===== src/rtl/mode_counter.sv =====
// mode_counter: WIDTH-bit up1/down1/down3/load counter with registered one-cycle RCO for cascading
// Ports: C clock, R sync active-high reset, ENB count enable (0 = hold),
//        MODE 00 up1 / 01 down1 / 10 down3 / 11 load D, Q count, RCO wrap/borrow pulse.
module mode_counter #(
    parameter int WIDTH = 4
) (
    input  logic             C,
    input  logic             R,
    input  logic             ENB,
    input  logic [1:0]       MODE,
    input  logic [WIDTH-1:0] D,
    output logic [WIDTH-1:0] Q,
    output logic             RCO
);
    logic [WIDTH-1:0] q_q, q_d;
    logic             rco_q, rco_d;
    always_comb begin
        q_d   = !ENB            ? q_q :
                MODE == 2'b00   ? q_q + WIDTH'(1) :
                MODE == 2'b01   ? q_q - WIDTH'(1) :
                MODE == 2'b10   ? q_q - WIDTH'(3) : D;
        // RCO flags the edge that wraps or borrows; it is cleared on any hold or load
        rco_d = ENB && (MODE == 2'b00 ? &q_q :
                        MODE == 2'b01 ? ~|q_q :
                        MODE == 2'b10 ? q_q < WIDTH'(3) : 1'b0);
    end
    always_ff @(posedge C) begin
        if (R) begin
            q_q   <= '0;
            rco_q <= 1'b0;
        end else begin
            q_q   <= q_d;
            rco_q <= rco_d;
        end
    end
    assign Q   = q_q;
    assign RCO = rco_q;
endmodule


===== config.mk =====
export PLATFORM = sky130hd
export DESIGN_NAME = mode_counter
export DESIGN_NICKNAME = d
export VERILOG_FILES = /design/src/rtl/mode_counter.sv
export SDC_FILE = /design/constraint.sdc
export NUM_CORES = 1
export LEC_CHECK = 0
export CAP_MARGIN = 25
export CORE_AREA = 5 5 42 44
export DETAILED_ROUTE_END_ITERATION = 8
export DIE_AREA = 0 0 47 49
export PLACE_DENSITY = 0.68
export SETUP_SLACK_MARGIN = 0.5
export SYNTH_ARGS = -nofsm -noshare
export SYNTH_HDL_FRONTEND = slang
export SYNTH_SLANG_ARGS = --single-unit

===== constraint.sdc =====
create_clock -name C -period 2.1 [get_ports C]
set_clock_uncertainty 0.05 [all_clocks]
set_input_delay 0.315 -clock C [delete_from_list [all_inputs] [get_ports C]]
set_output_delay 0.315 -clock C [all_outputs]
set_load 0.01 [all_outputs]

Yosys cells after proc, flatten, opt, wreduce, memory -nomap -nowiden
Index checks and enable logic that the tools add are counted. W data, S select, Z words.

Flip-flop bits (word level): 5. Logic and storage cells: 19.

$add $sub $neg: 3. Order comparisons: 1. Equality and inequality tests: 2. Multiplexer cells: 6. Reductions and logical operators: 5.

Operators with widths (number): $mux W4 (3); $add A4 B1 Y4 const B (1); $lt A4 B2 Y1 const B (1); $reduce_and A4 Y1 (1); $reduce_or A4 Y1 (1); $sub A4 B1 Y4 const B (1); $sub A4 B2 Y4 const B (1); $mux W1 (3); $eq A2 B1 Y1 const B (1); $eq A2 B2 Y1 const B (1); $logic_not A2 Y1 (1); $logic_and A1 B1 Y1 (1); $logic_not A1 Y1 (1).

Longest topological paths before layout
Depth after elaboration: 5. Depth in mapped cells: 6. Mapped depth without buffers: 6.

Least setup slack after synthesis
OpenSTA, ideal clock, no wires.

Kind: register to register. Start point: reg q_q[0] (netlist: Q[0]). End point: reg q_q[2] (netlist: Q[2]). Data arrival time: 1302 ps. Data required time: 1932 ps. Slack: 630 ps. Stages on the path, launching flop included: 6. Path buffers: 0. Period minus slack after synthesis: 1470 ps. Path through: dfxtp_1 > ha_1 > nand2b_1 > or3b_1 > a31oi_1 > nor3_1.

Word-level cells in the longest chain between the ends: 4. Elaborated cells between the ends (all ways): 6. Those cells by class: 3 x add/sub; 3 x mux.

Ends and longest elaborated chain: start, declared (line 15) `logic [WIDTH-1:0] q_q, q_d;`; start signal, assigned (line 32) `q_q <= q_d;`; $sub A4 B2 Y4 (line 21) `MODE == 2'b10 ? q_q - WIDTH'(3) : D;`; $mux W4 (line 21); $mux W4 (line 20) `MODE == 2'b01 ? q_q - WIDTH'(1) :`; $mux W4 * (line 19) `MODE == 2'b00 ? q_q + WIDTH'(1) :`.

Every way passes the cells marked *; elsewhere a longest branch is shown, timed or not. A chain may end at the register's enable or synchronous reset.

Worst setup path after layout
Ends and elaborated chain as after synthesis.

==> metrics.yaml <==
cts_root_buf: "clkbuf_4"
firstDrtPassIters: 4
ys_seq_area_share_pct: 23.1
num_rows: 14
cts.clk_slew.worst_paths_ns: 0.05
critPathMaxStageDelay_ns: 0.40
synth_edf_count: 0
slew_violations: 0
cp.arrival_ns: 1.58
path_cells: "ha_1 -> nand2b_1 -> or3b_1 -> a31oi_1 -> nor3_1"
diodes: 0
wl_per_cell_um: 12.1
finish.net_count: 86
core_area_sq_mm: 0.00140
insertion_delay_ns: 0.25
path_buf_inv: 0
grtUsageTotal_pct: 10.6
startpoint_type: "flip-flop"
grt_max_degree: 10
gp_congestion: 0.933
vias: 486
ios: 14
maxCapViolations: 0
cts_tree: "yes"
power_density_mw_per_mm2: 527
tightest_slew_ns: 0.266
post-route-util_pct: 44.9
drc_errors: 0
syn_inst: 57
routed_wl_mm: 1.08
async_flop_share_pct: 0
ir_drop_mv: 0.184
critPathTopFamily: "simple AND/OR/NAND/NOR gates"
dp_hpwl_um: 807
setup_tns_ns: 0
cts_sinks: 5
synth.avg_cell_area_sq_um: 7.60
cts.path.max_buffers: 2
yosysWarnings: 0
hold_path.class: "reg -> reg"
synth.cell_area_sq_um: 433
rsz0062_at_grt: "no"
relSlewSlack_pct: 82.2
max_freq_ghz: 0.668
h-tree-depth: 1
hold_buffers: 0
worstSetupEndpointType: "flip-flop"
synth_fp_nets: 69
yosys.cell_types.count: 24
synth_ff_type: "dfxtp_1"
period_share_pct: 71.3
critPathRequiredTime_ns: 2.18
grt_overflow: 0
final_hold_viol_count: 0
dp_cells: 85
syn2layout_area_growth_pct: 45.4
fin_cells: 89
io_buffers: 13
period_minus_slack_ns: 1.50
finalSetupViolations: 0
dieWidth_um: 47
outcome: "completed"
grt_pass1_vias: 412
antenna_found_initial: 0
crit_slowest_cell: "dfxtp_2"
cp_max_fo: 8
numCtsBuffers: 3
ys_seq_elements: 5
dieArea_sq_mm: 0.00230
path_class: "reg -> reg"
drive_gt1_share_pct: 16.4
p_leak_nw: 0.298
drt-vias-per-instance: 5.46
start_util_pct: 30.9
grt_pass1_wl_mm: 1.73
ant_nets: 0
drt-initial-drc-count: 9
die_h_um: 49
cts_setup_buffers: 0
final cells by class:
class | count | area (sq um)
Fill cell | 169 | 772
Multi-Input combinational cell | 45 | 302
Timing Repair Buffer | 16 | 165
Sequential cell | 5 | 105
Clock buffer | 4 | 26.3
Tap cell | 16 | 20.0
Inverter | 3 | 11.3
metal layers:
metal  track usage, %  part of all wire [%]  up-vias
met5                0                     0        -
met3             1.11                   7.0        3
met1             14.0                    43      215
met2             14.0                    47       22
met4             9.68                   2.7        0
li1                 -                     -      246
cell families (layout without fill, tap and decap cells):
logic type               Yosys count  count (layout)  synth area share [%]
adder cells (fa/ha/maj)            3               3                  8.67
multiplexers                       1               1                  2.31
flip-flops                         5               5                  23.1
AND/OR/NAND/NOR                   24              24                  34.1
buffers and inverters              7              23                  7.23
AO/OA/AOI/OAI                     17              17                  24.6
registers in the layout, summed over array words and instances (netlist names):
register	cells
RCO	1
Q	4
Yosys cell counts (2+ instances only):
library cell | n | share of area, %
buf_2 | 4 | 4.6
nand3_1 | 6 | 6.9
nand4b_1 | 3 | 6.1
nand2b_1 | 3 | 4.3
a21oi_1 | 6 | 6.9
inv_1 | 3 | 2.6
dfxtp_1 | 5 | 23
a31oi_1 | 4 | 5.8
o21ai_0 | 2 | 2.3
nand2_1 | 2 | 1.7
ha_1 | 3 | 8.7
nor2_1 | 4 | 3.5
where the power goes:
part | internal [W] | switching (W)
combinational | 0.0000550 | 0.0000423
clock | 0.0000721 | 0.0000434
sequential | 0.000104 | 0.0000144
worst register-to-register path, delay by kind of cell (launching register included):
kind	cells	cell delay, ns
flops	1	0.40
compound gates	1	0.19
simple gates	3	0.51
fa+ha+maj	1	0.24
worst paths after layout:
check                           start    to  slack, ns  cells past startpoint
worst min-delay path             Q[1]  Q[1]       0.47                      2
worst max register to register   Q[0]  Q[2]       0.60                      5
worst min register to register   Q[1]  Q[1]       0.47                      2
worst max-delay path             Q[0]  Q[2]       0.60                      5
metrics by stage:
step           hold slack [ns]  setup WS [ns]  power, W  area, sq um
2_1_floorplan            0.334          0.630  0.000172          433
3_3_place_gp             0.524          0.324  0.000218          586
3_5_place_dp             0.524          0.290  0.000218          586
4_1_cts                  0.478          0.500  0.000340          617
5_1_grt                  0.491          0.530  0.000354          629
6_report                 0.474          0.603  0.000331          629
placed cells by master, fill, tap and decap left out, drive strengths merged, types with 2 or more instances in the layout:
master and count:
ha 3, dfxtp 5, clkdlybuf4s50 8, nand4b 3, a31oi 4, o21ai 2, nand2 2, nand2b 3
a21oi 6, inv 3, nand3 6, nor2 4, buf 3, clkbuf 4, dlymetal6s2s 5
repair_timing:
item,in CTS,in global routing
endpoints found under the setup margin,5,7
pin swaps,0,0
gates resized for setup,4,5
Note: power is estimated with default switching activity, not from simulation.
